$ cat src/rtl/alu_ctrl_seq.sv
`default_nettype none
// ============================================================================
//  Module   : alu_ctrl_seq
//  Purpose  : Registered, handshaked ALU/MDU control decoder. Decodes
//             alu_op/funct_3/funct_7 (RV32I + optional RV32M) into a control
//             code, sequences multi-cycle MUL/DIV latency and drives an
//             operand-isolation enable for the datapath.
//  Revision : 1.0 - initial release
// ============================================================================
module alu_ctrl_seq #(
  parameter int CTRL_W  = 5,
  parameter int M_EN    = 1,
  parameter int MUL_LAT = 2,
  parameter int DIV_LAT = 33
) (
  input  logic              clk,
  input  logic              rst,
  input  logic              in_valid,
  output logic              in_ready,
  input  logic [1:0]        alu_op,
  input  logic [2:0]        funct_3,
  input  logic [6:0]        funct_7,
  input  logic              flush,
  output logic              out_valid,
  input  logic              out_ready,
  output logic [CTRL_W-1:0] alu_control,
  output logic              illegal,
  output logic              busy,
  output logic              alu_en
);

  // Counter holds at most LAT-1, so clog2 of the larger latency is enough.
  localparam int c_max_lat = (MUL_LAT > DIV_LAT) ? MUL_LAT : DIV_LAT;
  localparam int c_cnt_w   = (c_max_lat > 1) ? $clog2(c_max_lat) : 1;

  localparam logic [6:0] c_f7_base = 7'b0000000;
  localparam logic [6:0] c_f7_alt  = 7'b0100000;
  localparam logic [6:0] c_f7_m    = 7'b0000001;

  localparam logic [4:0] c_code_branch = 5'd10;
  localparam logic [4:0] c_code_m_base = 5'd11;

  typedef enum logic [1:0] {
    c_st_idle = 2'd0,
    c_st_run  = 2'd1,
    c_st_hold = 2'd2
  } state_t;

  state_t              r_state;
  state_t              w_state_nxt;
  logic [c_cnt_w-1:0]  r_cnt;
  logic [c_cnt_w-1:0]  w_cnt_nxt;
  logic [CTRL_W-1:0]   r_ctrl;
  logic                r_illegal;
  logic                r_out_valid;
  logic                r_busy;
  logic                r_alu_en;

  logic [4:0]          w_code;
  logic                w_illegal;
  logic                w_is_mul;
  logic                w_is_div;
  logic                w_multi;
  logic [c_cnt_w-1:0]  w_lat_m1;
  logic                w_in_ready;
  logic                w_accept;

  // Shared funct3 mapping for the base integer ops (ADD/SLL/SLT/SLTU/XOR/SRL/OR/AND).
  function automatic logic [4:0] base_code(input logic [2:0] f3);
    logic [4:0] code;
    case (f3)
      3'd0:    code = 5'd0;
      3'd1:    code = 5'd5;
      3'd2:    code = 5'd8;
      3'd3:    code = 5'd9;
      3'd4:    code = 5'd2;
      3'd5:    code = 5'd6;
      3'd6:    code = 5'd3;
      default: code = 5'd4;
    endcase
    return code;
  endfunction

  // Instruction decode: control code, illegal flag and latency class.
  always_comb begin
    w_code    = 5'd0;
    w_illegal = 1'b0;
    w_is_mul  = 1'b0;
    w_is_div  = 1'b0;
    case (alu_op)
      2'b00: w_code = 5'd0;
      2'b01: w_code = c_code_branch;
      2'b10: begin
        if (funct_7 == c_f7_base) begin
          w_code = base_code(funct_3);
        end else if (funct_7 == c_f7_alt) begin
          if (funct_3 == 3'd0)      w_code = 5'd1;
          else if (funct_3 == 3'd5) w_code = 5'd7;
          else                      w_illegal = 1'b1;
        end else if ((funct_7 == c_f7_m) && (M_EN != 0)) begin
          w_code   = c_code_m_base + {2'b00, funct_3};
          w_is_mul = ~funct_3[2];
          w_is_div = funct_3[2];
        end else begin
          w_illegal = 1'b1;
        end
      end
      default: begin
        if (funct_3 == 3'd5) begin
          if (funct_7 == c_f7_base)     w_code = 5'd6;
          else if (funct_7 == c_f7_alt) w_code = 5'd7;
          else                          w_illegal = 1'b1;
        end else begin
          w_code = base_code(funct_3);
        end
      end
    endcase
  end

  // Latency selection; a latency of 1 behaves exactly like a single-cycle op.
  always_comb begin
    w_multi  = 1'b0;
    w_lat_m1 = '0;
    if (w_is_mul) begin
      w_multi  = (MUL_LAT > 1);
      w_lat_m1 = c_cnt_w'(MUL_LAT - 1);
    end else if (w_is_div) begin
      w_multi  = (DIV_LAT > 1);
      w_lat_m1 = c_cnt_w'(DIV_LAT - 1);
    end
  end

  // Ready depends only on state, out_ready and flush, never on in_valid.
  always_comb begin
    w_in_ready = ~flush & ((r_state == c_st_idle) |
                           ((r_state == c_st_hold) & out_ready));
    w_accept   = in_valid & w_in_ready;
  end

  // Next-state and counter logic; flush overrides everything but reset.
  always_comb begin
    w_state_nxt = r_state;
    w_cnt_nxt   = r_cnt;
    if (flush) begin
      w_state_nxt = c_st_idle;
      w_cnt_nxt   = '0;
    end else begin
      case (r_state)
        c_st_run: begin
          if (r_cnt <= c_cnt_w'(1)) begin
            w_state_nxt = c_st_hold;
            w_cnt_nxt   = '0;
          end else begin
            w_cnt_nxt = r_cnt - c_cnt_w'(1);
          end
        end
        c_st_hold, c_st_idle: begin
          if (w_accept) begin
            if (w_multi) begin
              w_state_nxt = c_st_run;
              w_cnt_nxt   = w_lat_m1;
            end else begin
              w_state_nxt = c_st_hold;
            end
          end else if ((r_state == c_st_hold) && out_ready) begin
            w_state_nxt = c_st_idle;
          end
        end
        default: begin
          w_state_nxt = c_st_idle;
          w_cnt_nxt   = '0;
        end
      endcase
    end
  end

  // State register plus glitch-free registered status flags.
  always_ff @(posedge clk) begin
    if (rst) begin
      r_state     <= c_st_idle;
      r_cnt       <= '0;
      r_out_valid <= 1'b0;
      r_busy      <= 1'b0;
      r_alu_en    <= 1'b0;
    end else begin
      r_state     <= w_state_nxt;
      r_cnt       <= w_cnt_nxt;
      r_out_valid <= (w_state_nxt == c_st_hold);
      r_busy      <= (w_state_nxt == c_st_run);
      r_alu_en    <= (w_state_nxt != c_st_idle);
    end
  end

  // Control code captured only on accept so it stays quiet while idle.
  always_ff @(posedge clk) begin
    if (rst) begin
      r_ctrl    <= '0;
      r_illegal <= 1'b0;
    end else if (w_accept) begin
      r_ctrl    <= CTRL_W'(w_code);
      r_illegal <= w_illegal;
    end
  end

  assign in_ready    = w_in_ready;
  assign out_valid   = r_out_valid;
  assign busy        = r_busy;
  assign alu_en      = r_alu_en;
  assign alu_control = r_ctrl;
  assign illegal     = r_illegal;

endmodule
`default_nettype wire

$ cat config.mk
export PLATFORM = sky130hd
export DESIGN_NAME = alu_ctrl_seq
export DESIGN_NICKNAME = d
export VERILOG_FILES = /design/src/rtl/alu_ctrl_seq.sv
export SDC_FILE = /design/constraint.sdc
export NUM_CORES = 1
export LEC_CHECK = 0
export BUFFER_PORTS_ARGS = -buffer_cell sky130_fd_sc_hd__buf_4
export CORE_UTILIZATION = 34
export CTS_CLUSTER_DIAMETER = 60
export DETAILED_ROUTE_END_ITERATION = 8
export PLACE_DENSITY = 0.58
export SYNTH_ARGS = -nofsm -noshare
export SYNTH_HDL_FRONTEND = slang
export SYNTH_SLANG_ARGS = --single-unit
$ cat constraint.sdc
create_clock -name clk -period 3.2 [get_ports clk]
set_input_delay 0.64 -clock clk [delete_from_list [all_inputs] [get_ports clk]]
set_output_delay 0.64 -clock clk [all_outputs]
set_load 0.03 [all_outputs]
==> out/qor.yml, run 1 <==
status:
  status: "finished, final reports clean"
critical_path:
  crit_type: "input pin to flip-flop"
  crit_start: "funct_3[0]"
  r2r_end: "r_cnt[5]"
  reg2reg_slack_ns: 1.47
  startpoint_type: "input pin"
  cp.arrival_ns: 2.17
  critical_path_required_ns: 3.33
  path_max_fanout: 12
  r2r-start: "r_cnt[2]"
  ff2ff_path_depth: 5
  cp-end-kind: "flip-flop"
yosys:
  synthArstFlopShare_pct: 0
  netlist_instances: 156
  synth_area_per_cell_um2: 8.069
  synth_seq_cells: 17
  ys_warn_count: 0
  synth_area_um2: 1259
  synth_edf_count: 0
  synth.distinct_cells: 48
  synth_fp_nets: 182
  ys_seq_area_share_pct: 27.04
  ys.flop_type: "dfxtp_1"
cells_and_area:
  finalNetCount: 206
  utilization_pct: 43.62
  synthToLayoutAreaGrowth_pct: 19.28
  stdcell_area_um2: 1501
  drive_above_1_share_pct: 24.58
  n_antenna_cell: 0
timing:
  max_freq_ghz: 0.4896
  tns_ns: 0
  whs_ns: 0.4525
  fin_crit_ns: 2.043
  clock-skew-final_ns: 0.001192
  period_share_pct: 63.83
  rsz0062_at_grt: "no"
  final-setup-viol-count: 0
  slew_headroom_pct: 68.24
  worst_slew_pin_slew_ns: 0.4721
  hold_viol_final: 0
  slew_viol_final: 0
clocking:
  ctsResizeCount: 0
  clkLatencyLatePin_ns: 0.25
  numCtsBuffers: 3
  root_buffer: "clkbuf_8"
  cts_buffer_depth: 2
  clkTransAtPathRegs_ns: 0.07
  cts.htree.levels: 1
  cts_tree: "done"
  ctsHoldBuffers: 0
  cts.sinks: 17
  postCtsSetupRepairBufs: 0
die:
  io_pins: 27
  die_height_um: 62.85
  die_w_um: 62.85
  die-area_um2: 3949
  initial_core_util_pct: 36.57
  fp.coreArea_um2: 3442
  fp-row-count: 21
drt:
  detail_route.wl_per_cell_um: 13.05
  dr.first_iter.drc_count: 46
  ant_nets: 0
  drc_errors: 0
  vias: 1199
  first_pass_iters: 4
  wl_um: 2937
  via_per_inst: 5.329
global_routing:
  grt_pass1_wl_um: 4954
  grt_max_degree: 17
  grt_overflow: 0
  grt_pass1_vias: 1104
  antenna_found_initial: 0
  track_usage_pct: 15.73
pwr:
  peakVddDrop_mv: 0.1481
  p_leak_nw: 0.6212
  powerDensity_nw_per_um2: 318.5
place:
  post-dp-hpwl_um: 2339
  numPortBuffers: 26
  globalplace.congestion: 0.8641
  placed_cell_area_um2: 1455
min_path:
  min_to: "alu_control[3]"
  min_path_type: "flip-flop to flip-flop"
  hold_path_depth: 2
  hp-start: "alu_control[3]"
job:
  cap_violations: 0
==> layout by cell type (no fill, tap or decap), types with 2 or more instances in the layout <==
master    Yosys  routed
buf_4         2      27
nor2_1       21      21
dfxtp_1      17      17
a21oi_1      14      14
inv_1        10      10
o21ai_0      10      10
nand2_1       9       9
ha_1          9       9
nor3_1        4       4
nand2b_1      4       4
a211oi_1      4       4
o21a_1        3       3
or3_1         3       3
clkbuf_8      1       3
nor2b_1       2       2
or2_2         2       2
and2_1        2       2
nor4_1        2       2
o21ai_1       2       2
a32o_1        2       2
nand3_1       2       2
o211ai_1      2       2
==> worst max-delay path: stages <==
cell and delay [ns]:
buf_4 0.13, ha_1 0.33, or3_1 0.43, a32o_1 0.25, a221oi_1 0.28, a211oi_1 0.11
==> synth_stat cells (all sizes together) (3+ instances only) <==
cell type / instances / share of area [%]
or3: 3 / 1.5
a211oi: 4 / 2.4
dfxtp: 17 / 27
o21a: 3 / 1.8
o21ai: 12 / 4.8
nor3: 6 / 3.7
a21oi: 15 / 6.3
inv: 10 / 3.0
buf: 6 / 4.2
nand2: 9 / 2.7
nor2: 21 / 6.3
nor4: 3 / 2.7
nand2b: 4 / 2.0
ha: 9 / 8.9
==> sequential cells by signal, summed over array words and instances, names as in the netlist <==
signal and count:
r_state 2, illegal 1, alu_en 1, alu_control 5, r_cnt 6, busy 1
out_valid 1
==> per-stage QoR <==
step,total power [mW],setup WS (ns),cells
2_1_floorplan,0.2886,1.130,156
3_3_place_gp,0.3232,0.9501,221
3_5_place_dp,0.3242,0.9007,221
4_1_cts,0.4860,1.166,225
5_1_grt,0.5114,1.035,225
6_report,0.4782,1.157,225
==> worst max path at each step <==
stage	depth (start not counted)	slack [ns]	end
after floorplan	5	1.13	alu_control[0]
after global placement	6	0.95	alu_control[0]
after detailed placement	6	0.90	alu_control[0]
after CTS	6	1.17	alu_control[0]
after global routing	9	1.03	alu_control[0]
final	6	1.16	alu_control[0]
==> final cells by class <==
class / count / area, um2
fill: 359 / 1941
multi-input combinational: 121 / 817.0
sequential: 17 / 340.3
timing repair buffer: 27 / 202.7
tap: 46 / 57.56
clock buffer: 3 / 41.29
inverter: 10 / 37.54
clock inverter: 1 / 5.005
==> power breakdown <==
| group | total [mW] | internal, mW | switching [mW] |
|---|---|---|---|
| logic | 0.101 | 0.0423 | 0.0586 |
| registers | 0.219 | 0.216 | 0.00252 |
| clock network | 0.158 | 0.0862 | 0.0721 |
| total | 0.478 | 0.345 | 0.133 |
==> layer usage <==
metal | part of all wire, % | up-vias | GRT usage, %
li1 | - | 610 | -
met1 | 48 | 548 | 20.95
met2 | 46 | 37 | 25.82
met3 | 4.7 | 4 | 3.285
met4 | 1.2 | 0 | 3.488
met5 | 0 | - | 0
==> logic make-up after synthesis <==
group | Yosys count | share of synthesized area [%]
flops | 17 | 27.04
simple gates | 59 | 26.14
buf+inv | 18 | 8.548
compound gates | 52 | 28.43
fa+ha+maj | 9 | 8.946
mux | 1 | 0.8946
(Power assumes the default switching activity.)
==> run 2, diff against run 1 <==
--- a/config.mk
+++ b/config.mk
@@ -9,7 +9,7 @@
 export CORE_UTILIZATION = 34
 export CTS_CLUSTER_DIAMETER = 60
 export DETAILED_ROUTE_END_ITERATION = 8
-export PLACE_DENSITY = 0.58
+export PLACE_DENSITY = 0.6
 export SYNTH_ARGS = -nofsm -noshare
 export SYNTH_HDL_FRONTEND = slang
 export SYNTH_SLANG_ARGS = --single-unit
==> constraint.sdc (replaced) <==
create_clock -name clk -period 1.7 [get_ports clk]
set_input_delay 0.34 -clock clk [delete_from_list [all_inputs] [get_ports clk]]
set_output_delay 0.34 -clock clk [all_outputs]
set_load 0.03 [all_outputs]
==> run 2 against run 1 <==
Against the previous run: power up 94%; count of clock-buffer cells in the layout stayed put; die area unchanged; final cell count increased by 9.3%; highest routed layer unchanged.
==> out/qor.yml, run 2 (synthesized netlist as in run 1, its figures left out) <==
timing:
  clock-skew-final_ns: 0.001874  # +0.0006820 ns
  max_freq_ghz: 0.6017
  whs_ns: 0.3142  # -0.1383 ns
  fin_crit_ns: 1.662
  worst_slew_pin_slew_ns: 0.4470  # -0.02514 ns
  slew_viol_final: 0  # unchanged
  hold_viol_final: 0  # unchanged
  slew_headroom_pct: 69.93  # +1.7 points
  rsz0062_at_grt: "yes"
  tns_ns: 0  # unchanged
  final-setup-viol-count: 0  # unchanged
  period_share_pct: 97.77
clocking:
  clkLatencyLatePin_ns: 0.25  # about the same
  cts.htree.levels: 1  # unchanged
  root_buffer: "clkbuf_8"
  ctsHoldBuffers: 0  # unchanged
  cts.sinks: 17  # unchanged
  cts_buffer_depth: 2  # unchanged
  numCtsBuffers: 3  # unchanged
  clkTransAtPathRegs_ns: 0.07  # about the same
  cts_tree: "done"
cells_and_area:
  largest-register: "r_cnt"
  synthToLayoutAreaGrowth_pct: 34.00
  area.sequential_um2: 340.3  # unchanged
  finalNetCount: 227  # +10%
  mostFrequentLayoutCells: "48 x buf_4, 20 x nor2_1, 17 x dfxtp_1"
  fill_cells: 338  # -5.8%
  final_common_cell: "buf_4"
  n_antenna_cell: 0  # unchanged
  drive_above_1_share_pct: 35.50  # +11 points
  largest_reg_flops: 6  # unchanged
  multiInputGateArea_um2: 844.6  # +3.4%
drt:
  vias: 1275  # +6.3%
  via_per_inst: 5.183  # -2.7%
  drc_errors: 0  # unchanged
  ant_nets: 0  # unchanged
  dr.first_iter.drc_count: 77  # +67%
  wl_um: 3139  # +6.9%
  detail_route.wl_per_cell_um: 12.76  # -2.2%
  first_pass_iters: 5  # +1
global_routing:
  grt_pass1_vias: 1295  # +17%
  grt_overflow: 0  # unchanged
  track_usage_pct: 17.45  # +1.7 points
  antenna_found_initial: 0  # unchanged
  grt_pass1_wl_um: 5692  # +15%
  grt_max_degree: 12  # -5
pwr:
  p_leak_nw: 0.7339  # +18%
  peakVddDrop_mv: 0.2774  # +87%
  powerDensity_nw_per_um2: 548.7  # +72%
critical_path:
  crit_start: "funct_3[0]"
  path_max_fanout: 4  # -8
  cp-end-kind: "flip-flop"
  critical_path_required_ns: 1.83  # -1.50 ns
  cp.arrival_ns: 1.79  # -0.38 ns
  crit_type: "input pin to flip-flop"
  r2r-start: "r_cnt[2]"
  startpoint_type: "input pin"
die:
  fp.coreArea_um2: 3442  # unchanged
  io_pins: 27  # unchanged
  die-area_um2: 3949  # unchanged
  die_w_um: 62.85  # unchanged
  die_height_um: 62.85  # unchanged
  fp-row-count: 21  # unchanged
  initial_core_util_pct: 36.57  # unchanged
min_path:
  min_path_type: "input pin to flip-flop"
  hp-start: "rst"
place:
  post-dp-hpwl_um: 2571  # +9.9%
  numPortBuffers: 26  # unchanged
  globalplace.congestion: 0.8595  # -0.53%
status:
  status: "finished, final reports clean"
job:
  cap_violations: 0  # unchanged
## run 2: changes by cell type in the layout (fill, tap and decap cells not counted), sizes merged
cell	delta
buf	+21
## run 2: final timing paths
| kind | endpoint | slack [ns] | depth (start not counted) |
|---|---|---|---|
| worst max register to register | out_valid | 0.10 | 4 |
| worst max-delay path | alu_control[1] | 0.04 | 8 |
| worst min register to register | alu_control[4] | 0.45 | 2 |
| worst min-delay path | alu_control[2] | 0.31 | 2 |
## run 2: repair_timing
item	4_1_cts	5_1_grt
setup endpoints to repair	0	8
setup buffers	0	2
gates resized for setup	0	6
## run 2: cell type report
| type | instances | share of cell area [%] |
|---|---|---|
| Timing Repair Buffer | 48 | 21.36 |
| Tap cell | 46 | 3.412 |
| Clock inverter | 1 | 0.2967 |
| Clock buffer | 3 | 2.448 |
| Sequential cell | 17 | 20.18 |
| Inverter | 10 | 2.226 |
| Multi-Input combinational cell | 121 | 50.07 |
## run 2: critical path, stage by stage
cell	delay (ns)
buf_4	0.10
inv_1	0.05
ha_1	0.23
mux2_2	0.27
nor4_1	0.27
o21ai_0	0.16
a31oi_1	0.26
a211oi_1	0.12
## run 2: power by group
| group | switching, mW | internal, mW |
|---|---|---|
| clock | 0.137 | 0.163 |
| combinational | 0.114 | 0.0986 |
| sequential | 0.00488 | 0.408 |
## run 2: metal layers
layer	GRT usage, %	vias up	routed length (um)
li1	-	653	-
met1	23.02	590	1500
met2	27.45	26	1460
met3	4.927	6	142
met4	4.942	0	36
met5	0	-	0
## run 2: stage by stage
stage          worst slack (ns)  instances  total power [mW]  instance area [um2]  util [%]
2_1_floorplan          -0.01192        156            0.5437                 1264         -
3_3_place_gp            -0.1904        240            0.6295                 1603     46.56
3_5_place_dp            -0.2331        240            0.6327                 1603     46.56
4_1_cts                 0.03772        244            0.9338                 1649     47.91
5_1_grt                -0.04798        246            0.9774                 1687     49.00
6_report                0.03794        246            0.9255                 1687     49.00
==> run 3, diff against run 2 <==
--- a/config.mk
+++ b/config.mk
@@ -6,10 +6,11 @@
 export NUM_CORES = 1
 export LEC_CHECK = 0
 export BUFFER_PORTS_ARGS = -buffer_cell sky130_fd_sc_hd__buf_4
-export CORE_UTILIZATION = 34
+export CORE_UTILIZATION = 48
 export CTS_CLUSTER_DIAMETER = 60
 export DETAILED_ROUTE_END_ITERATION = 8
-export PLACE_DENSITY = 0.6
+export PLACE_DENSITY = 0.78
+export SLEW_MARGIN = 25
 export SYNTH_ARGS = -nofsm -noshare
 export SYNTH_HDL_FRONTEND = slang
 export SYNTH_SLANG_ARGS = --single-unit
==> run 3 against run 2 <==
Against the previous run: fmax barely moved; via count rose by 3.2%; count of clock-buffer cells in the layout did not move; first-iteration DRC count fell by 47%; hold slack got worse by 0.039 ns; clock skew rose by 0.0043 ns; critical path depth fell by 4; largest power group unchanged; sequential share of layout area rose by 0.62 points; critical endpoint is now out_valid; die area fell by 28%; largest cell class unchanged; register-to-register slack got worse by 0.06 ns; worst setup slack got worse by 0.00051 ns.
==> out/qor.yml, run 3 (synthesized netlist as in run 1, its figures left out) <==
die:
  die_height_um: 53.21  # -15%
  initial_core_util_pct: 50.81  # +14 points
  die_w_um: 53.21  # -15%
  fp.coreArea_um2: 2477  # -28%
  die-area_um2: 2831  # -28%
  fp-row-count: 18  # -14%
  io_pins: 27  # unchanged
timing:
  slew_headroom_pct: 67.43  # -2.5 points
  hold_viol_final: 0  # unchanged
  period_share_pct: 97.80  # about the same
  tns_ns: 0  # unchanged
  final-setup-viol-count: 0  # unchanged
  worst_slew_pin_slew_ns: 0.4842  # +0.03718 ns
  slew_viol_final: 0  # unchanged
  max_freq_ghz: 0.6015  # about the same
  clock-skew-final_ns: 0.006131  # +0.004256 ns
  fin_crit_ns: 1.663  # +0.0005132 ns
cells_and_area:
  drive_above_1_share_pct: 34.33  # -1.2 points
  largest-register: "r_cnt"
  stdcell_area_um2: 1637  # -3.0%
  utilization_pct: 66.06  # +17 points
  n_antenna_cell: 0  # unchanged
  finalNetCount: 228  # +0.44%
  largest_reg_flops: 6  # unchanged
  fin_cells: 231  # -6.1%
  final_common_cell: "buf_4"
  synthToLayoutAreaGrowth_pct: 30.02
  mostFrequentLayoutCells: "49 x buf_4, 21 x nor2_1, 17 x dfxtp_1"
clocking:
  root_buffer: "clkbuf_4"
  cts.htree.levels: 1  # unchanged
  cts_buffer_depth: 2  # unchanged
  clkTransAtPathRegs_ns: 0.11  # +0.04 ns
  cts_tree: "done"
  ctsHoldBuffers: 0  # unchanged
  clkLatencyLatePin_ns: 0.29  # +0.04 ns
  numCtsBuffers: 3  # unchanged
  cts.sinks: 17  # unchanged
drt:
  top_layer_used: "met4"
  wl_um: 3159  # +0.64%
  drc_errors: 0  # unchanged
  vias: 1316  # +3.2%
  wl_met2_um: 1505  # +3.1%
  wl_met1_um: 1481  # -1.3%
  dr.first_iter.drc_count: 41  # -47%
  detail_route.wl_per_cell_um: 13.68  # +7.2%
  met3_length_um: 152  # +7.0%
  ant_nets: 0  # unchanged
  via_per_inst: 5.697  # +9.9%
  first_pass_iters: 4  # -1
place:
  globalplace.congestion: 0.8908  # +3.6%
  post-dp-hpwl_um: 2583  # +0.45%
  numPortBuffers: 26  # unchanged
  place_inst: 227  # -5.4%
  placed_cell_area_um2: 1605  # +0.16%
global_routing:
  antenna_found_initial: 0  # unchanged
  grt_overflow: 0  # unchanged
  track_usage_pct: 24.52  # +7.1 points
  grt_pass1_wl_um: 5050  # -11%
  grt_max_degree: 13  # +1
  grt_pass1_vias: 1205  # -6.9%
critical_path:
  cp-end-kind: "flip-flop"
  crit_type: "flip-flop to flip-flop"
  path_max_fanout: 3  # -1
  critical_path_required_ns: 1.94  # +0.11 ns
  path_cells: "or4_1 > or2_2 > o32ai_2 > and2_1"
  ff2ff_path_depth: 4  # unchanged
  crit_slowest_cell: "or4_1"
  startpoint_type: "flip-flop"
  crit_path_max_incr_delay_ns: 0.58  # +0.31 ns
  cp.arrival_ns: 1.91  # +0.12 ns
job:
  cap_violations: 0  # unchanged
pwr:
  powerDensity_nw_per_um2: 516.0  # -6.0%
  p_leak_nw: 0.7276  # -0.87%
  peakVddDrop_mv: 0.3499  # +26%
min_path:
  min_path_type: "input pin to flip-flop"
  hold_path_depth: 2  # unchanged
status:
  status: "finished, final reports clean"
run 3: metal layers:
layer  vias to the layer above  track usage [%]
met5                         -                0
met4                         0            6.579
met3                         4            3.736
met2                        40            42.08
met1                       615            31.27
li1                        657                -
run 3: critical path: cells and delay by family, from the launching register on:
family	cells	cell delay (ns)
AND/OR/NAND/NOR	3	1.07
flip-flops	1	0.33
AO/OA/AOI/OAI	1	0.22
run 3: final timing paths:
| kind | start | end | slack (ns) |
|---|---|---|---|
| min | rst | alu_control[2] | 0.27 |
| max | r_cnt[2] | out_valid | 0.04 |
| min reg2reg | alu_control[3] | alu_control[3] | 0.46 |
| max reg2reg | r_cnt[2] | out_valid | 0.04 |
run 3: timing repair:
action	4_1_cts	5_1_grt
buffers inserted	0	0
resized for setup	0	2
setup endpoints to repair	0	2
hold endpoints to repair	0	0
run 3: through the flow:
step | hold slack, ns | power [mW] | worst slack (ns)
2_1_floorplan | 0.4512 | 0.5437 | -0.01192
3_3_place_gp | 0.4439 | 0.6255 | -0.1701
3_5_place_dp | 0.4463 | 0.6322 | -0.2032
4_1_cts | 0.2682 | 0.8499 | 0.03661
5_1_grt | 0.2668 | 0.8900 | -0.0001332
6_report | 0.2747 | 0.8445 | 0.03742
run 3: cell type report:
class,instances,area [um2]
clock buffers,3,22.52
clock inverters,1,5.005
fillers,224,840.8
inverters,10,37.54
multi-input cells,121,825.8
flip-flops and latches,17,340.3
well taps,30,37.54
repair buffers,49,367.9
run 3: power breakdown:
group / internal, mW / switching (mW)
sequential: 0.407 / 0.00477
clock: 0.0875 / 0.132
combinational: 0.0967 / 0.116
